File: src/rtl/a2_timer.sv
// a2_timer -- AGC timing source feeding the scaler.
//
// A fractional phase accumulator running on SIM_CLK produces the emulated
// 2.048 MHz oscillator tick. Each tick toggles CLK (1.024 MHz). Every tick
// that takes CLK from 0 to 1 advances the twelve-slot time-pulse ring
// T01_..T12_. A separate divider produces FS01_ at tick/(2*FS_DIV), which
// feeds the scaler. Everything is synchronous to SIM_CLK. No derived clock
// is used as a clock.
//
// Optional feature, enabled by defining TIMER_MSTP_EN:
//   Adds the MSTP input (monitor stop). While MSTP=1 the ring parks on T12
//   when it gets there. CLK, FS01_ and OSCTICK keep running. MSTP is used
//   as-is; the caller must synchronise it.
//
// Ports:
//   SIM_CLK     in   system clock, rising-edge active
//   RESET_      in   asynchronous reset, active low
//   MSTP        in   monitor stop, active high (TIMER_MSTP_EN builds only)
//   CLK         out  1.024 MHz square wave
//   T01_..T12_  out  time pulses, active low, exactly one low at any time
//   FS01_       out  51.2 kHz square wave to the scaler, active low
//   OSCTICK     out  one-SIM_CLK-wide strobe per oscillator tick
//   ring_state  out  debug view of the ring FSM state (0 = T01 .. 11 = T12)
//
// All outputs come straight from flops, so none of them can glitch.

module a2_timer #(
  parameter int unsigned SIM_CLK_HZ = 50000000,
  parameter int unsigned OSC_HZ     = 2048000,
  parameter int unsigned ACC_W      = 32,
  parameter int unsigned FS_DIV     = 20
) (
  input  logic       SIM_CLK,
  input  logic       RESET_,
`ifdef TIMER_MSTP_EN
  input  logic       MSTP,
`endif
  output logic       CLK,
  output logic       T01_,
  output logic       T02_,
  output logic       T03_,
  output logic       T04_,
  output logic       T05_,
  output logic       T06_,
  output logic       T07_,
  output logic       T08_,
  output logic       T09_,
  output logic       T10_,
  output logic       T11_,
  output logic       T12_,
  output logic       FS01_,
  output logic       OSCTICK,
  output logic [3:0] ring_state
);

  // Phase increment: floor(OSC_HZ * 2^ACC_W / SIM_CLK_HZ), worked out in 64 bits.
  localparam longint unsigned INC_L =
    (64'(OSC_HZ) << ACC_W) / 64'(SIM_CLK_HZ);
  localparam logic [ACC_W-1:0] INC = INC_L[ACC_W-1:0];

  // An increment of half the accumulator range or more would alias the tick
  // rate, so the build refuses it.
  generate
    if (INC_L >= (64'd1 << (ACC_W - 1))) begin : g_inc_check
      $error("a2_timer: INC must be below 2^(ACC_W-1); raise SIM_CLK_HZ or lower OSC_HZ");
    end
  endgenerate

  localparam int unsigned FS_W = (FS_DIV > 1) ? $clog2(FS_DIV) : 1;
  localparam logic [FS_W-1:0] FS_LAST = FS_W'(FS_DIV - 1);

  typedef enum logic [3:0] {
    S_T01 = 4'd0,  S_T02 = 4'd1,  S_T03 = 4'd2,  S_T04 = 4'd3,
    S_T05 = 4'd4,  S_T06 = 4'd5,  S_T07 = 4'd6,  S_T08 = 4'd7,
    S_T09 = 4'd8,  S_T10 = 4'd9,  S_T11 = 4'd10, S_T12 = 4'd11
  } ring_e;

  logic [ACC_W-1:0] acc;
  logic [ACC_W:0]   acc_sum;
  logic             tick;
  logic             advance;
  logic             hold;
  logic [FS_W-1:0]  fs_cnt;
  logic [11:0]      t_n;
  ring_e            ring_q;
  ring_e            ring_next;

  // The carry out of the accumulator is the oscillator tick for this cycle.
  assign acc_sum = {1'b0, acc} + {1'b0, INC};
  assign tick    = acc_sum[ACC_W];

  // The ring moves on the tick that raises CLK, which is every second tick.
  assign advance = tick & ~CLK;

`ifdef TIMER_MSTP_EN
  assign hold = MSTP;
`else
  assign hold = 1'b0;
`endif

  // Ring next state. Leaving T12 is the only move that MSTP can block, so a
  // stop requested mid-MCT still finishes the MCT before parking.
  always_comb begin
    ring_next = ring_q;
    if (advance) begin
      if (ring_q == S_T12) begin
        ring_next = hold ? S_T12 : S_T01;
      end else begin
        ring_next = ring_e'(ring_q + 4'd1);
      end
    end
  end

  // Ring state and its one-hot-low pulse register. The pulse register loads
  // from ring_next, so the pulses change on the same edge as the state.
  always_ff @(posedge SIM_CLK or negedge RESET_) begin
    if (!RESET_) begin
      ring_q <= S_T12;
      t_n    <= 12'h7FF;
    end else begin
      ring_q <= ring_next;
      t_n    <= ~(12'd1 << ring_next);
    end
  end

  // Accumulator, tick strobe, CLK and the FS01_ divider.
  always_ff @(posedge SIM_CLK or negedge RESET_) begin
    if (!RESET_) begin
      acc     <= '0;
      OSCTICK <= 1'b0;
      CLK     <= 1'b0;
      fs_cnt  <= '0;
      FS01_   <= 1'b1;
    end else begin
      acc     <= acc_sum[ACC_W-1:0];
      OSCTICK <= tick;
      if (tick) begin
        CLK <= ~CLK;
        if (fs_cnt == FS_LAST) begin
          fs_cnt <= '0;
          FS01_  <= ~FS01_;
        end else begin
          fs_cnt <= fs_cnt + 1'b1;
        end
      end
    end
  end

  assign ring_state = ring_q;

  assign T01_ = t_n[0];
  assign T02_ = t_n[1];
  assign T03_ = t_n[2];
  assign T04_ = t_n[3];
  assign T05_ = t_n[4];
  assign T06_ = t_n[5];
  assign T07_ = t_n[6];
  assign T08_ = t_n[7];
  assign T09_ = t_n[8];
  assign T10_ = t_n[9];
  assign T11_ = t_n[10];
  assign T12_ = t_n[11];

endmodule

File: config.mk
export PLATFORM = sky130hd
export DESIGN_NAME = a2_timer
export DESIGN_NICKNAME = d
export VERILOG_FILES = /design/src/rtl/a2_timer.sv
export SDC_FILE = /design/constraint.sdc
export NUM_CORES = 1
export LEC_CHECK = 0
export CAP_MARGIN = 20
export CORE_AREA = 2 2 71 73
export CTS_CLUSTER_SIZE = 12
export DETAILED_ROUTE_END_ITERATION = 8
export DIE_AREA = 0 0 73 75
export PLACE_DENSITY = 0.75
export REMOVE_ABC_BUFFERS = 1
export SETUP_SLACK_MARGIN = 0.4
export SLEW_MARGIN = 30
export SYNTH_ARGS = -nofsm -noshare
export SYNTH_HDL_FRONTEND = slang
export SYNTH_SLANG_ARGS = --single-unit
File: constraint.sdc
create_clock -name SIM_CLK -period 3.4 [get_ports SIM_CLK]
set_input_delay 0.51 -clock SIM_CLK [delete_from_list [all_inputs] [get_ports SIM_CLK]]
set_output_delay 0.51 -clock SIM_CLK [all_outputs]
set_load 0.05 [all_outputs]
==> impl_results.html <==
<table>
<tr><th>Metric</th><th>Value</th></tr>
<tr><th colspan="2">Power</th></tr>
<tr><td>Peak VDD IR</td><td>0.000296 V</td></tr>
<tr><td>Overall Power</td><td>1.08 mW</td></tr>
<tr><td>Leakage Power</td><td>1.18 nW</td></tr>
<tr><td>Power density cells</td><td>370 nW/um^2</td></tr>
<tr><th colspan="2">Detailed routing</th></tr>
<tr><td>Remaining number of nets flagged by the antenna check after routing</td><td>0</td></tr>
<tr><td>1st-pass router iterations</td><td>5</td></tr>
<tr><td>Total wirelength of the detailed-routed design</td><td>4360 um</td></tr>
<tr><td>Routed wirelength normalized by instance count</td><td>14.0 um</td></tr>
<tr><td>Average via count per standard cell</td><td>5.53</td></tr>
<tr><td>Drt drc</td><td>0</td></tr>
<tr><td>Violation count after the first detailed-routing iteration</td><td>94</td></tr>
<tr><td>Via count</td><td>1720</td></tr>
<tr><th colspan="2">Clock network</th></tr>
<tr><td>Clock buffers created by TritonCTS</td><td>5</td></tr>
<tr><td>CTS tree</td><td>done</td></tr>
<tr><td>Clock-pin transition on the worst setup and hold timing paths</td><td>0.10 ns</td></tr>
<tr><td>Clock Latency Late Sink</td><td>0.30 ns</td></tr>
<tr><td>Deepest level of the CTS H-tree</td><td>2</td></tr>
<tr><td>Master cell of the clock root buffer</td><td>sky130_fd_sc_hd__clkbuf_8</td></tr>
<tr><td>Resized Gates After CTS</td><td>0</td></tr>
<tr><td>Maximum buffer depth of the clock tree</td><td>2</td></tr>
<tr><td># clock sinks</td><td>54</td></tr>
<tr><th colspan="2">Timing</th></tr>
<tr><td>Max transition margin</td><td>59.1%</td></tr>
<tr><td>Final max-slew violation count</td><td>0</td></tr>
<tr><td>Total of endpoints with negative setup slack in the final report</td><td>0</td></tr>
<tr><td>RSZ-0062 raised after global routing</td><td>no</td></tr>
<tr><td>Part of the cycle the worst path needs</td><td>82.7%</td></tr>
<tr><td>Largest clock skew in the final design</td><td>0.00699 ns</td></tr>
<tr><td>Fin crit period</td><td>2.81 ns</td></tr>
<tr><td>Worst slew pin tran</td><td>0.604 ns</td></tr>
<tr><td>Maximum achievable frequency</td><td>356 MHz</td></tr>
<tr><td>Setup tns final</td><td>0 ns</td></tr>
<tr><td>Fin. Hold Viols</td><td>0</td></tr>
<tr><th colspan="2">Global route</th></tr>
<tr><td>Wire length of the first global-routing pass</td><td>7610 um</td></tr>
<tr><td>Pin count of the biggest net entering global routing</td><td>25</td></tr>
<tr><td>Antenna violations before repair</td><td>0</td></tr>
<tr><td>GR Util All Layers</td><td>17.8%</td></tr>
<tr><td>Congestion Overflow GR</td><td>0</td></tr>
<tr><td>Via count of the first global-routing pass</td><td>1694</td></tr>
<tr><th colspan="2">Worst setup path</th></tr>
<tr><td>Category of the most critical setup path</td><td>flop to flop</td></tr>
<tr><td>Sort of element at the start of the critical path</td><td>flop</td></tr>
<tr><td>Maximum fanout along the worst path</td><td>9</td></tr>
<tr><td>Data required time of the critical path</td><td>3.60 ns</td></tr>
<tr><td>Worst-path cell chain</td><td>or4_4, or4b_4, or3_1, o21ai_2, nand2_1, mux2_1</td></tr>
<tr><td>Sort of element at the end of the critical path</td><td>flop</td></tr>
<tr><td>Maximum single-stage delay on the critical path</td><td>0.57 ns</td></tr>
<tr><td>Crit path max-delay cell type</td><td>sky130_fd_sc_hd__or4_4</td></tr>
<tr><td>Arrival time reported for the critical path endpoint</td><td>3.01 ns</td></tr>
<tr><th colspan="2">Synthesis</th></tr>
<tr><td>Post-synthesis sequential area ratio</td><td>54.0%</td></tr>
<tr><td>Top-count cell post-synth</td><td>sky130_fd_sc_hd__dfrtp_1</td></tr>
<tr><td>Number of enable flip-flop cells after synthesis</td><td>0</td></tr>
<tr><td>Post-synthesis sequential element count</td><td>54</td></tr>
<tr><td>Count of unique library cells instantiated by Yosys</td><td>50</td></tr>
<tr><td>Mux cell area share after synthesis</td><td>2.71%</td></tr>
<tr><td>Compound-cell area share of the yosys netlist</td><td>14.1%</td></tr>
<tr><td>Largest family of logic cells by synthesized area</td><td>simple AND/OR/NAND/NOR gates</td></tr>
<tr><td>Combined area of all synthesized cells</td><td>2540 sq um</td></tr>
<tr><td>Proportion of register bits with asynchronous set or reset after synthesis</td><td>100%</td></tr>
<tr><td>Commonest cells post-synth</td><td>sky130_fd_sc_hd__dfrtp_1 (39), sky130_fd_sc_hd__nand2_1 (19), sky130_fd_sc_hd__xnor2_1 (19)</td></tr>
<tr><td>Leading register cell type out of synthesis</td><td>sky130_fd_sc_hd__dfrtp_1</td></tr>
<tr><td>Top cells by area, synth</td><td>sky130_fd_sc_hd__dfrtp_1 (38%), sky130_fd_sc_hd__dfstp_2 (16%), sky130_fd_sc_hd__xnor2_1 (6.6%)</td></tr>
<tr><td>Post-Syn Instances</td><td>229</td></tr>
<tr><td>Post-synthesis cell type with the largest combined area</td><td>sky130_fd_sc_hd__dfrtp_1</td></tr>
<tr><td>Synth warn</td><td>0</td></tr>
<tr><td>Synthesized-area fraction occupied by and/or/nand/nor cells</td><td>15.5%</td></tr>
<tr><td>Average footprint of a synthesized cell</td><td>11.1 sq um</td></tr>
<tr><td>Xor and xnor area share after synthesis</td><td>10.0%</td></tr>
<tr><td>Synth Area in Adders</td><td>1.48%</td></tr>
<tr><td>Fraction of post-synthesis cell area in the top cell type by area</td><td>38.5%</td></tr>
<tr><th colspan="2">Layout</th></tr>
<tr><td>Non-Filler Instances</td><td>311</td></tr>
<tr><td>Fraction of final layout cells sized beyond drive strength 1</td><td>15.2%</td></tr>
<tr><td>Fillers</td><td>366</td></tr>
<tr><td>Final-stage net count</td><td>261</td></tr>
<tr><td>Sequential cell area in the final layout</td><td>1370 sq um</td></tr>
<tr><td>Multi-input combinational cell area</td><td>1110 sq um</td></tr>
<tr><td>Area growth syn-to-layout</td><td>14.9%</td></tr>
<tr><td>Antenna cells</td><td>0</td></tr>
<tr><th colspan="2">Flow run</th></tr>
<tr><td>Maxcap violations</td><td>0</td></tr>
<tr><th colspan="2">Floorplan</th></tr>
<tr><td>Placeable core region</td><td>4660 sq um</td></tr>
<tr><td>Die width</td><td>73 um</td></tr>
<tr><td>Top-level port count</td><td>21</td></tr>
<tr><td>Die Span Y</td><td>75 um</td></tr>
<tr><td>Floorplan die area</td><td>5480 sq um</td></tr>
<tr><td>Starting utilization of the core area</td><td>54.4%</td></tr>
<tr><td>Row Count</td><td>25</td></tr>
<tr><th colspan="2">Placement</th></tr>
<tr><td>Routability congestion estimate</td><td>0.807</td></tr>
<tr><td>HPWL after detailed placement</td><td>3090 um</td></tr>
<tr><td>Number of I/O port buffers</td><td>20</td></tr>
<tr><td>Number of cells after detailed placement</td><td>301</td></tr>
<tr><th colspan="2">Min path</th></tr>
<tr><td>Path class of the lowest-slack min-delay path</td><td>primary input to asynchronous set/reset pin</td></tr>
<tr><th colspan="2">Status</th></tr>
<tr><td>Run status</td><td>finished clean</td></tr>
</table>
logic make-up (layout without fill, tap and decap cells):
| logic type | count (synthesis) | count (layout) |
|---|---|---|
| simple gates | 75 | 75 |
| flops | 54 | 54 |
| compound gates | 49 | 49 |
| xor+xnor | 29 | 29 |
| buf+inv | 13 | 41 |
| mux | 6 | 6 |
| fa+ha+maj | 3 | 3 |
through the flow:
| step | hold WS (ns) | util [%] | instance area (sq um) | worst slack (ns) |
|---|---|---|---|---|
| finish | 0.167 | 62.6 | 2920 | 0.587 |
| global route | 0.199 | 62.6 | 2920 | 0.430 |
| CTS | 0.182 | 62.2 | 2900 | 0.424 |
| detailed placement | 0.472 | 59.9 | 2790 | 0.442 |
| global placement | 0.460 | 59.9 | 2790 | 0.480 |
| floorplan | 0.214 | - | 2510 | 0.610 |
timing repair:
| item | 4_1_cts | 5_1_grt |
|---|---|---|
| setup buffers | 0 | 2 |
| hold endpoints to repair | 0 | 0 |
| endpoints found under the setup margin | 0 | 13 |
| hold buffers | 0 | 0 |
cells in the final DEF (no fill, tap or decap), types with 2 or more instances in the layout:
cell type / netlist / layout
sky130_fd_sc_hd__ha_1: 3 / 3
sky130_fd_sc_hd__a31o_2: 2 / 2
sky130_fd_sc_hd__xnor2_1: 19 / 19
sky130_fd_sc_hd__nand2b_1: 4 / 4
sky130_fd_sc_hd__clkinv_2: 0 / 2
sky130_fd_sc_hd__o21ai_2: 2 / 2
sky130_fd_sc_hd__o31ai_1: 3 / 3
sky130_fd_sc_hd__nor2b_1: 4 / 4
sky130_fd_sc_hd__inv_1: 9 / 9
sky130_fd_sc_hd__nand2_1: 19 / 19
sky130_fd_sc_hd__nor3_1: 5 / 5
sky130_fd_sc_hd__nor4_1: 2 / 2
sky130_fd_sc_hd__o2111ai_1: 2 / 2
sky130_fd_sc_hd__a31oi_1: 2 / 2
sky130_fd_sc_hd__buf_4: 0 / 4
sky130_fd_sc_hd__nand3_1: 15 / 15
sky130_fd_sc_hd__a21oi_1: 5 / 5
sky130_fd_sc_hd__dfstp_2: 15 / 15
sky130_fd_sc_hd__mux2_2: 2 / 2
sky130_fd_sc_hd__mux2i_1: 2 / 2
sky130_fd_sc_hd__dfrtp_1: 39 / 39
sky130_fd_sc_hd__o21ai_0: 13 / 13
sky130_fd_sc_hd__xor2_1: 10 / 10
sky130_fd_sc_hd__clkbuf_8: 0 / 5
sky130_fd_sc_hd__nand4_1: 3 / 3
sky130_fd_sc_hd__nor2_1: 11 / 11
sky130_fd_sc_hd__and2_1: 3 / 3
sky130_fd_sc_hd__a21o_1: 8 / 8
sky130_fd_sc_hd__clkdlybuf4s50_1: 0 / 19
flip-flops by register name, summed over array words and instances (netlist names):
register,flops
t_n,12
CLK,1
ring_state,4
fs_cnt,5
FS01_,1
OSCTICK,1
acc,30
routing by layer:
layer / vias to the layer above / track usage, % / wire length [um]
li1: 862 / - / -
met1: 830 / 24.5 / 2130
met2: 22 / 28.5 / 2050
met3: 6 / 3.88 / 142
met4: 0 / 5.14 / 42
met5: - / 0 / 0
worst max-delay path, delay by kind of cell (launching register included):
family | cells | cell delay, ns
simple gates | 4 | 1.64
flops | 1 | 0.41
compound gates | 1 | 0.34
mux | 1 | 0.31
final timing paths:
| path | from | to | slack (ns) | depth (start not counted) |
|---|---|---|---|---|
| min in group SIM_CLK | acc[2]$_DFF_PN0_ | acc[2]$_DFF_PN0_ | 0.48 | 1 |
| setup reg to reg | acc[20]$_DFF_PN0_ | fs_cnt[2]$_DFFE_PN0P_ | 0.59 | 6 |
| max in group asynchronous | RESET_ | acc[31]$_DFF_PN0_ | 2.56 | 2 |
| hold / removal | RESET_ | acc[28]$_DFF_PN0_ | 0.17 | 1 |
| hold reg to reg | acc[2]$_DFF_PN0_ | acc[2]$_DFF_PN0_ | 0.48 | 1 |
| setup / recovery | acc[20]$_DFF_PN0_ | fs_cnt[2]$_DFFE_PN0P_ | 0.59 | 6 |
where the power goes:
part	switching, mW	internal, mW
clock	0.205	0.217
combinational	0.0120	0.00190
sequential	0	0.643
area by class of cell:
cell class | count | area share [%]
Clock inverter | 3 | 1.37
Timing Repair Buffer | 24 | 7.73
Inverter | 9 | 1.16
Clock buffer | 5 | 2.36
Multi-Input combinational cell | 162 | 38.1
Sequential cell | 54 | 47.0
Tap cell | 54 | 2.32
Power figures use the tool's default switching activity.
